[config.mk]
export PLATFORM = sky130hd
export DESIGN_NAME = brownout_dig_mc
export DESIGN_NICKNAME = d
export VERILOG_FILES = /design/src/rtl/brownout_dig_mc.sv
export SDC_FILE = /design/constraint.sdc
export NUM_CORES = 1
export LEC_CHECK = 0
export ABC_AREA = 1
export CAP_MARGIN = 20
export CORE_AREA = 5 5 70 72
export DETAILED_ROUTE_END_ITERATION = 8
export DIE_AREA = 0 0 75 77
export PLACE_DENSITY = 0.83
export SYNTH_ARGS = -nofsm -noshare
export SYNTH_HDL_FRONTEND = slang
export SYNTH_SLANG_ARGS = --single-unit
[constraint.sdc]
create_clock -name osc_ck -period 2.04 [get_ports osc_ck]
set_input_delay 0.408 -clock osc_ck [delete_from_list [all_inputs] [get_ports osc_ck]]
set_output_delay 0.408 -clock osc_ck [all_outputs]
set_load 0.03 [all_outputs]
[src/rtl/brownout_dig_mc.sv]
// Multi-channel brownout digital controller.
// Per channel: trip-select decoder, 2-flop comparator synchroniser, restartable
// power-good one-shot and a sticky brownout-event flag. All channels share the
// RC-oscillator request.
// Optional feature macro: BROWNOUT_EVT_CNT_EN adds 8-bit saturating per-channel
// event counters on the evt_cnt port.
module brownout_dig_mc #(
  parameter int unsigned NCH     = 2,
  parameter int unsigned SEL_W   = 3,
  parameter int unsigned CNT_W   = 12,
  parameter int unsigned SHORT_W = 9
) (
  input  logic                          osc_ck,
  input  logic                          rst,
  input  logic                          ena,
  input  logic [NCH-1:0]                ch_mask,
  input  logic [NCH-1:0]                dcomp,
  input  logic [NCH*SEL_W-1:0]          vtrip,
  input  logic                          force_ena_rc_osc,
  input  logic                          force_dis_rc_osc,
  input  logic                          force_short_oneshot,
  input  logic                          evt_clr,
  output logic [NCH*(1<<SEL_W)-1:0]     vtrip_decoded,
  output logic                          osc_ena,
  output logic [NCH-1:0]                out_unbuf,
  output logic                          brout_any,
  output logic [NCH-1:0]                timed_out,
  output logic [NCH-1:0]                evt_sticky
`ifdef BROWNOUT_EVT_CNT_EN
  ,
  output logic [NCH*8-1:0]              evt_cnt
`endif
);

  localparam int unsigned      DEC_W      = 1 << SEL_W;
  localparam logic [CNT_W-1:0] CNT_MAX    = '1;
  // Short mode starts counting here so that 2^SHORT_W steps remain to all-ones.
  localparam logic [CNT_W-1:0] SHORT_BASE = ~CNT_W'((32'd1 << SHORT_W) - 32'd1);

  for (genvar g = 0; g < NCH; g++) begin : g_ch
    logic             gate;
    logic             act;
    logic             evt_rise;
    logic             tmo;
    logic             s1_q, s1_d;
    logic             s2_q, s2_d;
    logic             s3_q, s3_d;
    logic [CNT_W-1:0] cnt_q, cnt_d;
    logic             sticky_q, sticky_d;
    logic [SEL_W-1:0] sel;
    logic [DEC_W-1:0] dec;

    assign gate     = ena & ch_mask[g];
    assign act      = gate & ~rst;
    assign sel      = vtrip[g*SEL_W +: SEL_W];
    assign tmo      = (cnt_q == CNT_MAX);
    assign evt_rise = s2_q & ~s3_q & act;

    // One-hot trip-select decode, independent of reset and enable.
    always_comb begin
      dec      = '0;
      dec[sel] = 1'b1;
    end

    // Synchroniser next state; flops are held clear while the channel is off.
    always_comb begin
      s1_d = dcomp[g] & gate;
      s2_d = s1_q & gate;
      s3_d = s2_q & gate;
    end

    // Synchroniser and edge-detect delay flops.
    always_ff @(posedge osc_ck) begin
      if (rst) begin
        s1_q <= 1'b0;
        s2_q <= 1'b0;
        s3_q <= 1'b0;
      end else begin
        s1_q <= s1_d;
        s2_q <= s2_d;
        s3_q <= s3_d;
      end
    end

    // One-shot counter: idle parks at all-ones, brownout restarts from zero.
    always_comb begin
      cnt_d = cnt_q;
      if (!act) begin
        cnt_d = CNT_MAX;
      end else if (s2_q) begin
        cnt_d = '0;
      end else if (tmo) begin
        cnt_d = cnt_q;
      end else if (force_short_oneshot && (cnt_q < SHORT_BASE)) begin
        cnt_d = SHORT_BASE;
      end else begin
        cnt_d = cnt_q + CNT_W'(1);
      end
    end

    // One-shot counter register.
    always_ff @(posedge osc_ck) begin
      if (rst) begin
        cnt_q <= CNT_MAX;
      end else begin
        cnt_q <= cnt_d;
      end
    end

    // Sticky event flag: a new event wins over a simultaneous clear.
    always_comb begin
      sticky_d = (evt_clr ? 1'b0 : sticky_q) | evt_rise;
    end

    // Sticky flag register; survives enable/mask deassertion.
    always_ff @(posedge osc_ck) begin
      if (rst) begin
        sticky_q <= 1'b0;
      end else begin
        sticky_q <= sticky_d;
      end
    end

`ifdef BROWNOUT_EVT_CNT_EN
    logic [7:0] ecnt_q, ecnt_d;

    // Saturating event counter; clear with a coincident event loads one.
    always_comb begin
      ecnt_d = ecnt_q;
      if (evt_clr) begin
        ecnt_d = evt_rise ? 8'd1 : 8'd0;
      end else if (evt_rise && (ecnt_q != 8'hFF)) begin
        ecnt_d = ecnt_q + 8'd1;
      end
    end

    // Event counter register.
    always_ff @(posedge osc_ck) begin
      if (rst) begin
        ecnt_q <= 8'd0;
      end else begin
        ecnt_q <= ecnt_d;
      end
    end

    assign evt_cnt[g*8 +: 8] = ecnt_q;
`endif

    assign vtrip_decoded[g*DEC_W +: DEC_W] = dec;
    assign timed_out[g]  = tmo;
    assign out_unbuf[g]  = ~s2_q & tmo;
    assign evt_sticky[g] = sticky_q;
  end : g_ch

  // Any enabled channel currently not power-good.
  assign brout_any = ena & (|(~out_unbuf & ch_mask));

  // Raw dcomp term lets the oscillator start before the synchronisers can run.
  assign osc_ena = force_ena_rc_osc |
                   (~force_dis_rc_osc & ena &
                    ((|(dcomp & ch_mask)) | (|(~out_unbuf & ch_mask))));

endmodule

# ---- Word level (Yosys, flattened, before mapping)
# Index checks and enable logic that the tools add are counted.
dict set report classes {
  n_eq_ne 4
  addsub 2
  div 0
  reduce_logical 8
  n_mux 12
  n_shift 0
  magnitude_cmp 6
  bitwise 34
  n_mul 0
}
# op count
set op_table {}
lappend op_table {{$mux W12} 6}
lappend op_table {{$add A12 B1 Y12 const B} 2}
lappend op_table {{$eq A12 B12 Y1 const B} 2}
lappend op_table {{$lt A12 B12 Y1 const B} 2}
lappend op_table {{$and A1 B1 Y1} 19}
lappend op_table {{$lt A3 B4 Y1 const B} 2}
lappend op_table {{$not A1 Y1} 8}
lappend op_table {{$reduce_or A2 Y1} 4}
lappend op_table {{$demux W1 S3} 2}
lappend op_table {{$ge A3 B1 Y1 const B} 2}
lappend op_table {{$and A2 B2 Y2} 2}
lappend op_table {{$logic_and A1 B1 Y1} 4}
lappend op_table {{$mux W1} 4}
lappend op_table {{$ne A2 B1 Y1 const B} 2}
lappend op_table {{$or A1 B1 Y1} 4}
lappend op_table {{$not A2 Y2} 1}
dict set report word_totals {
  regBits 32
  latchBits 0
  mem_count 0
  ram_bits 0
  inputBits 17
  elab_cells 76
  rom_bits 0
}

# ---- Depth between registers and ports, before layout
dict set report logic_depth {
  depth_word 8
  ltp_mapped 9
  mapped_depth_nobuf 9
}

# ---- Worst setup path after synthesis
# Ideal clock, no wire load.
dict set report synth_timing {
  path_type {register -> output}
  start {register g_ch[0].cnt_q[0]}
  end {output brout_any}
  required_time_ps 1632
  path_buffers 0
  arrival_time_ps 1439
  stages_incl_launch_ff 7
  slack_ps 193
  cell_sequence {dfxtp_1 ha_1 nand3_4 inv_2 nand4_4 nand2_4 a21oi_1}
}
dict set report synth_via {
  elab_chain_cells 6
}
# element line
set synth_rtl {}
lappend synth_rtl {{from (decl)} 48} ;# logic [CNT_W-1:0] cnt_q, cnt_d;
lappend synth_rtl {{from (signal assigned)} 106} ;# cnt_q <= cnt_d;
lappend synth_rtl {{$eq A12 B12 Y1} 56} ;# assign tmo = (cnt_q == CNT_MAX);
lappend synth_rtl {{$and A1 B1 Y1} 151} ;# assign out_unbuf[g] = ~s2_q & tmo;
lappend synth_rtl {{$not A2 Y2} 156} ;# assign brout_any = ena & (|(~out_unbuf & ch_mask));
lappend synth_rtl {{$and A2 B2 Y2} 156}
lappend synth_rtl {{$reduce_or A2 Y1} 156}
lappend synth_rtl {{$and A1 B1 Y1} 156}
lappend synth_rtl {{to (decl)} 26} ;# output logic brout_any,
# No other way between the ends.

# ---- Worst setup path in the final report
dict set report layout_timing {
  start {register g_ch[0].cnt_q[1]}
  end {output osc_ena}
}
dict set report layout_via {
  elab_chain_cells 8
}
# element line
set layout_rtl {}
lappend layout_rtl {{$eq A12 B12 Y1} 56}
lappend layout_rtl {{$and A1 B1 Y1} 151}
lappend layout_rtl {{$not A2 Y2} 161} ;# ((|(dcomp & ch_mask)) | (|(~out_unbuf & ch_mask))));
lappend layout_rtl {{$and A2 B2 Y2} 161}
lappend layout_rtl {{$reduce_or A2 Y1} 161}
lappend layout_rtl {{$or A1 B1 Y1} 161}
lappend layout_rtl {{$and A1 B1 Y1} 160} ;# (~force_dis_rc_osc & ena &
lappend layout_rtl {{$or A1 B1 Y1} 159} ;# assign osc_ena = force_ena_rc_osc |
lappend layout_rtl {{to (decl)} 24} ;# output logic osc_ena,
# No other way between the ends.

==> results.md <==
- Share of post-route cells with drive strength above 1: 26.06%
- Netlist cell types: 31
- # rows: 24
- Io pins: 41
- Final Slew Violations: 0
- EDFF count, synth: 0
- Sequential fraction of the synthesis area: 32.67%
- Register Area: 654.4 sq um
- Inserted Clock Buffers: 5
- Remaining Overflow, GRT: 0
- Largest net degree at the start of global routing: 14
- Placer Congestion: 0.8499
- Htree depth: 2
- DPL Wire Length: 3.453 mm
- Worst min path class: flop to flop
- Synth Instances: 279
- Routed via count: 1981
- Clock Tree Buf Depth: 2
- Chip Width: 75 um
- CTS tree: built
- Final Skew: 0.005168 ns
- Slew headroom: 72.28%
- GRT Total Usage: 17.08%
- Initial antenna violation count: 0
- Post-layout util: 60.76%
- Top FF cell, synth: dfxtp_1
- Post-Synthesis Cell Area: 0.001961 sq mm
- CP endpoint kind: output pin
- Worst-margin pin slew: 0.4153 ns
- Fmax: 503.0 MHz
- Syn-to-layout area delta: 31.21%
- Initial Util: 46.31%
- Avg WL per Cell: 12.05 um
- Critical Path AT: 1.58 ns
- Fillers: 367
- Fin. Hold Viols: 0
- Via density: 5.186
- WP data required: 1.63 ns
- Async set-reset flop share out of synthesis: 0%
- Tcrit/Tclk final: 97.45%
- Detailed Routing Iterations Pass 1: 4
- Final Setup Violations: 0
- Hold slack: 0.4201 ns
- Clock Tree Root: clkbuf_8
- CP max FO: 4
- 1st-iter DRT viols: 80
- Final WL: 4.603 mm
- Drt drc: 0
- CP Class: flop to output pin
- Max_cap viols: 0
- RSZ-0062 raised after global routing: yes
- #FFs+latches synth: 32
- Nets@finish: 349
- First-pass GRT wire length: 7.935 mm
- Syn_nets: 298
- Avg Inst Size Synth: 7.027 sq um
- Final min period: 1.988 ns
- Clk sinks: 32
- Yosys warns: 0
- IO buf count: 40
- Clk_lat worst skew: 0.29 ns
- Post-route ant nets: 0
- Antenna cells: 0
- Die Span Y: 77 um
- Status: finished, final reports clean
- Clk slew on worst S/H paths: 0.07 ns
- Core region area: 0.004234 sq mm
- Multi-input combinational cell area: 0.001161 sq mm
- Die area: 0.005775 sq mm
- Crit path launch type: flop
- Vias in the first global route: 1857
-- critical path, cell delays in order, from the launching register on --
cell     delay, ns
dfxtp_2       0.36
ha_4          0.16
nand3_4       0.11
inv_4         0.10
nand4_4       0.12
nand2_4       0.09
nand3_2       0.07
nand2_1       0.06
nand2_1       0.06
buf_6         0.13
-- cell type report --
class	count	share of cell area, %
Inverter	41	6.080
Clock buffer	7	3.745
Timing Repair Buffer	52	17.07
Sequential cell	32	25.44
Tap cell	52	2.529
Multi-Input combinational cell	198	45.14
-- path summary, 6_finish.rpt --
check | cells after the start | to | slack, ns | start
worst min-delay path | 2 | g_ch[1].s2_q | 0.42 | g_ch[1].s1_q
worst max-delay path | 9 | osc_ena | 0.05 | g_ch[0].cnt_q[1]
worst max register to register | 8 | g_ch[0].cnt_q[0] | 0.64 | g_ch[0].cnt_q[1]
worst min register to register | 2 | g_ch[1].s2_q | 0.42 | g_ch[1].s1_q
-- cell usage in the layout (no fill, tap or decap), types with 2 or more instances in the layout --
| cell | Yosys | routed |
|---|---|---|
| a21oi_1 | 5 | 5 |
| buf_4 | 4 | 33 |
| clkbuf_8 | 0 | 7 |
| clkdlybuf4s50_1 | 0 | 18 |
| dfxtp_1 | 32 | 27 |
| dfxtp_2 | 0 | 2 |
| dfxtp_4 | 0 | 3 |
| ha_4 | 0 | 2 |
| inv_1 | 38 | 38 |
| nand2_1 | 59 | 58 |
| nand2_2 | 4 | 4 |
| nand2_4 | 1 | 2 |
| nand3_1 | 31 | 30 |
| nand3_2 | 4 | 5 |
| nand4_1 | 21 | 21 |
| nand4_4 | 3 | 3 |
| nor2_1 | 19 | 19 |
| nor2_2 | 7 | 6 |
| nor2_4 | 6 | 7 |
| nor3_1 | 18 | 18 |
| nor3_4 | 2 | 2 |
| o21ai_0 | 4 | 4 |
| or2_2 | 4 | 4 |
-- repair_timing --
action                     CTS  global route
gates cloned                 0             0
pin swaps                    0             9
setup endpoints to repair    4             4
gates resized for setup      8            10
setup buffers                0             5
hold endpoints to repair     0             0
hold buffers                 0             0
-- Yosys cell counts (5+ instances only) --
cell	number	area, sq um
a21oi_1	5	25.02
nand3_1	31	155.2
nor2_4	6	67.56
inv_1	38	142.6
nand2_1	59	221.5
nor2_1	19	71.32
nor3_1	18	90.09
nand4_1	21	131.4
nor2_2	7	43.79
dfxtp_1	32	640.6
-- layer usage --
layer | vias to the layer above | wire [um] | GRT usage [%]
met5 | - | 0 | 0
met4 | 0 | 78 | 6.584
met3 | 9 | 290 | 4.444
met2 | 56 | 2319 | 28.48
met1 | 891 | 1915 | 20.40
li1 | 1025 | - | -
-- stage by stage --
step | cell area, sq um | TNS (ns) | setup WS, ns | instances
6_report | 2572 | 0 | 0.05198 | 382
5_1_grt | 2572 | -0.05070 | -0.03847 | 382
4_1_cts | 2506 | 0 | 0.0009531 | 377
3_5_place_dp | 2376 | 0 | 0.1241 | 370
3_3_place_gp | 2376 | 0 | 0.1474 | 370
2_1_floorplan | 1961 | 0 | 0.1931 | 279
-- flip-flops by register name, summed over array words and instances, names as in the netlist --
register and flops:
g_ch.s3_q 2, g_ch.s1_q 2, g_ch.s2_q 2, g_ch.cnt_q 24
g_ch.sticky_q 2
-- kinds of logic after synthesis --
kind of cell	Yosys count	share of synthesized area, %
compound gates	15	4.531
flops	32	32.67
buf+inv	49	10.27
xor+xnor	1	0.4468
simple gates	180	50.80
fa+ha+maj	2	1.276
Power is not shown: default switching activity piles up to over one toggle a cycle in this logic, so the estimate is an artifact.
==> edit 1, RTL diff (same flow settings) <==
Add a define of `BROWNOUT_EVT_CNT_EN`.
--- a/src/rtl/brownout_dig_mc.sv
+++ b/src/rtl/brownout_dig_mc.sv
@@ -4,6 +4,8 @@
 // RC-oscillator request.
 // Optional feature macro: BROWNOUT_EVT_CNT_EN adds 8-bit saturating per-channel
 // event counters on the evt_cnt port.
+`define BROWNOUT_EVT_CNT_EN
+
 module brownout_dig_mc #(
   parameter int unsigned NCH     = 2,
   parameter int unsigned SEL_W   = 3,
Formal check against the unedited RTL (old outputs only; new: evt_cnt): equivalent (Yosys induction, for registers that start in step).
==> edit 1 against the original RTL <==
- the flow now finishes with violations (negative setup slack)
- setup slack lost 0.080 ns
- synthesized area rose by 40%
- via count increased by 52%
- sequential cell count rose by 16
- final area rose by 40%
- first-iteration DRC count rose to 3.0 times the old value
- register-to-register slack got worse by 0.12 ns
- wire length increased by 55%
- largest cell class unchanged
Power is left out: the tool's default activity adds up to more than one toggle a clock period on the data nets, which glitch-free logic cannot reach.
==> edit 1: results (changes against the original RTL) <==
setup slack after layout -0.02840 ns (-0.08038 ns); share of cells above drive strength 1 0.1801 (-0.08048); Layout Skew 0.009530 ns (+0.004362 ns); GRT Total Usage 0.2610 (+0.09020); synth unique cells 33 (+6.5%); Slowest cell on crit path dfxtp_4; WL final 7.146 mm (+55%); Inst Count DP 519 (+40%); post-route insts no fill 535 (+40%); # port buffers 56 (+40%); Synth area leaders dfxtp_1 35%, nand2_1 13%, nand3_1 8.0%; failing checks negative setup slack; crit-path max cell delay 0.38 ns (+0.02 ns); DR pass1 iterations 5 (+1); Final HPWL DP 5.124 mm (+48%); register area share after synthesis 0.3508 (+0.02411); layout net count 503 (+44%); worst-margin pin slew 0.3708 ns (-0.04454 ns); XOR/XNOR Fraction of Synth Area 0 (-0.004467); Worst-path clk slew 0.09 ns (+0.02 ns); Setup-failing EPs final 2 (+2); first-pass GRT wire length 12.25 mm (+54%); synthesized-area fraction occupied by adder cells 0.01827 (+0.005510); Post-Syn Area per Cell 6.697 sq um (-4.7%); critical path arrival 1.66 ns (+0.08 ns); compound-gate portion of the synthesized area 0.06715 (+0.02184); pin count of the biggest net entering global routing 16 (+2); dpl ws 0.08744 ns (-0.03667 ns); number of global-route vias before repair 2,859 (+54%); status complete, but fails checks; Synth top area share 0.3508 (+0.02411)
==> edit 1: changes by cell type in the layout (fill, tap and decap cells not counted), moves of 3 or more <==
cell             delta
nand3_1            +14
nor2_1             +31
nand4_1             +3
dfxtp_1            +17
buf_4               +3
inv_1              +14
clkdlybuf4s50_1    +16
nand2_1            +35
o21ai_0            +10
a21oi_1             +7
==> edit 1: final cells by class <==
type                    count  area, sq um
flip-flops and latches     48        970.9
clock inverters             2        38.79
fillers                   272        638.1
multi-input cells         299         1578
well taps                  52        65.06
inverters                  55        207.7
repair buffers             73        653.1
clock buffers               6        82.58
==> edit 1: metal layers <==
layer | track usage | share of wire | wire length, microns
met5 | 0 | 0 | 0
met4 | 0.09075 | 0.022 | 154
met3 | 0.05752 | 0.075 | 538
met2 | 0.4146 | 0.48 | 3417
met1 | 0.3422 | 0.42 | 3035
==> edit 1: worst max-delay path: cells and delay by family (launching register included) <==
family | cells | cell delay, ns
buffers and inverters | 1 | 0.13
and+or+nand+nor | 7 | 0.69
DFF | 1 | 0.38
adders and majority gates | 1 | 0.15
==> edit 1: worst paths after layout <==
check,start,to,slack [ns],cells past startpoint
setup / recovery,g_ch[0].cnt_q[0],osc_ena,-0.03,9
hold / removal,g_ch[1].s1_q,g_ch[1].s2_q,0.41,2
setup reg to reg,g_ch[0].cnt_q[0],g_ch[0].cnt_q[1],0.52,8
hold reg to reg,g_ch[1].s1_q,g_ch[1].s2_q,0.41,2
==> edit 1: cell families (layout without fill, tap and decap cells) <==
| kind of cell | Yosys count | count (layout) |
|---|---|---|
| AOI/OAI and AO/OA | 33 | 33 |
| adders and majority gates | 4 | 4 |
| buffers and inverters | 62 | 136 |
| DFF | 48 | 48 |
| and+or+nand+nor | 262 | 262 |
==> edit 1: repair_timing <==
item	in CTS	in global routing
endpoints found under the hold margin	0	0
buffers inserted	5	3
gates resized for setup	14	6
pin swaps	6	8
setup endpoints to repair	6	5
==> edit 1: through the flow <==
| step | cell area [sq um] | util | TNS, ns | hold slack (ns) |
|---|---|---|---|---|
| 3_3_place_gp | 3339 | 0.7887 | 0 | 0.3990 |
| 4_1_cts | 3553 | 0.8392 | -0.07310 | 0.4140 |
| 3_5_place_dp | 3339 | 0.7887 | 0 | 0.4033 |
| 5_1_grt | 3596 | 0.8493 | -0.3318 | 0.4427 |
| 6_report | 3596 | 0.8493 | -0.05269 | 0.4097 |
| 2_1_floorplan | 2739 | - | 0 | 0.3936 |
==> edit 2, RTL diff (same flow settings) <==
Made on the original files. Put a register stage on the outputs `osc_ena` and `brout_any`, with the module's reset. The values now appear one clock later. The other outputs are not delayed to match.
--- a/src/rtl/brownout_dig_mc.sv
+++ b/src/rtl/brownout_dig_mc.sv
@@ -153,12 +153,17 @@
   end : g_ch
 
   // Any enabled channel currently not power-good.
-  assign brout_any = ena & (|(~out_unbuf & ch_mask));
+  always_ff @(posedge osc_ck) begin
+    if (rst) begin
+      osc_ena   <= '0;
+      brout_any <= '0;
+    end else begin
+      osc_ena   <= force_ena_rc_osc | (~force_dis_rc_osc & ena & ((|(dcomp & ch_mask)) | (|(~out_unbuf & ch_mask))));
+      brout_any <= ena & (|(~out_unbuf & ch_mask));
+    end
+  end
 
   // Raw dcomp term lets the oscillator start before the synchronisers can run.
-  assign osc_ena = force_ena_rc_osc |
-                   (~force_dis_rc_osc & ena &
-                    ((|(dcomp & ch_mask)) | (|(~out_unbuf & ch_mask))));
 
 endmodule
 
Check against the original RTL: not equivalent (Yosys sat finds a counterexample within 4 cycles, from zero or initial values and one cycle with rst high).
==> edit 2 against the original RTL <==
- critical endpoint is now out_unbuf[0]
- sequential cell count is 2 higher
- synthesized area is 5.2% lower
- setup slack gained 0.027 ns
- clock skew fell by 0.0034 ns
- count of clock-buffer cells in the layout unchanged
- wire length fell by 4.6%
- final area down 6.0%
- register-to-register slack got worse by 0.10 ns
Power is not shown: default switching activity piles up to over one toggle a cycle in this logic, so the estimate is an artifact.
==> edit 2: results (changes against the original RTL) <==
vias per cell 5.035 (-2.9%); worst-margin pin slew 0.3308 ns (-0.08450 ns); compound-gate portion of the synthesized area 0.1192 (+0.07388); critical path arrival 1.55 ns (-0.03 ns); synth unique cells 29 (-6.5%); WL final 4.390 mm (-4.6%); syn nets 282 (-5.4%); Final GP Congestion 0.8058 (-5.2%); synthesized-area fraction occupied by adder cells 0.01347 (+0.0007048); first-pass GRT wire length 7.134 mm (-10%); number of global-route vias before repair 1,706 (-8.1%); Fillers 398 (+8.4%); XOR/XNOR Fraction of Synth Area 0.004714 (+0.0002467); Synth area leaders dfxtp_1 37%, nand2_1 11%, inv_1 5.7%; Crit. Startpoint g_ch[0].cnt_q[0]; routed len/inst 11.96 microns (-0.73%); Iter 0 DRT Violations 91 (+14%); Mapped Cells 263 (-5.7%); share of cells above drive strength 1 0.2762 (+0.01558); Critical R2R Launch g_ch[1].cnt_q[0]; layout net count 333 (-4.6%); synth cell count leaders 52 x nand2_1, 34 x dfxtp_1, 28 x inv_1; Final HPWL DP 3.299 mm (-4.5%); pin count of the biggest net entering global routing 11 (-3); status complete, no violations; GRT Total Usage 0.1543 (-0.01649)
[edit 2: layout make-up]
class,count,share of cell area
Multi-Input combinational cell,182,0.4105
Timing Repair Buffer,48,0.1729
Sequential cell,34,0.2836
Clock buffer,7,0.03571
Tap cell,52,0.02692
Clock inverter,1,0.002070
Inverter,43,0.06832
[edit 2: timing repair]
item / in CTS / in global routing
buffers inserted: 2 / 4
gates resized for setup: 2 / 10
setup endpoints to repair: 3 / 4
pin swaps: 3 / 2
hold endpoints to repair: 0 / 0
[edit 2: layer usage]
metal | routed length [microns] | part of all wire | track usage | vias up
li1 | - | - | - | 949
met4 | 118 | 0.027 | 0.07295 | 0
met1 | 1755 | 0.40 | 0.1712 | 817
met3 | 392 | 0.089 | 0.04183 | 9
met2 | 2124 | 0.48 | 0.2639 | 73
met5 | 0 | 0 | 0 | -
[edit 2: worst paths after layout]
kind | to | slack [ns] | cells after the start
setup reg to reg | g_ch[1].cnt_q[3] | 0.54 | 8
hold reg to reg | g_ch[1].s2_q | 0.42 | 2
setup / recovery | out_unbuf[0] | 0.08 | 6
hold / removal | g_ch[1].s2_q | 0.42 | 2
[edit 2: per-stage QoR]
step	instance area, sq um	setup WS [ns]	util	hold slack (ns)
2_1_floorplan	1858	0.4607	-	0.3936
3_3_place_gp	2258	0.2235	0.5334	0.4030
3_5_place_dp	2258	0.1737	0.5334	0.4104
4_1_cts	2369	0.004812	0.5594	0.4209
5_1_grt	2417	-0.03543	0.5709	0.4312
6_report	2417	0.07889	0.5709	0.4183
[edit 2: critical path, delay by kind of cell, from the launching register on]
family        cells  cell delay, ns
buf+inv           2            0.29
fa+ha+maj         1            0.20
flops             1            0.36
simple gates      3            0.42
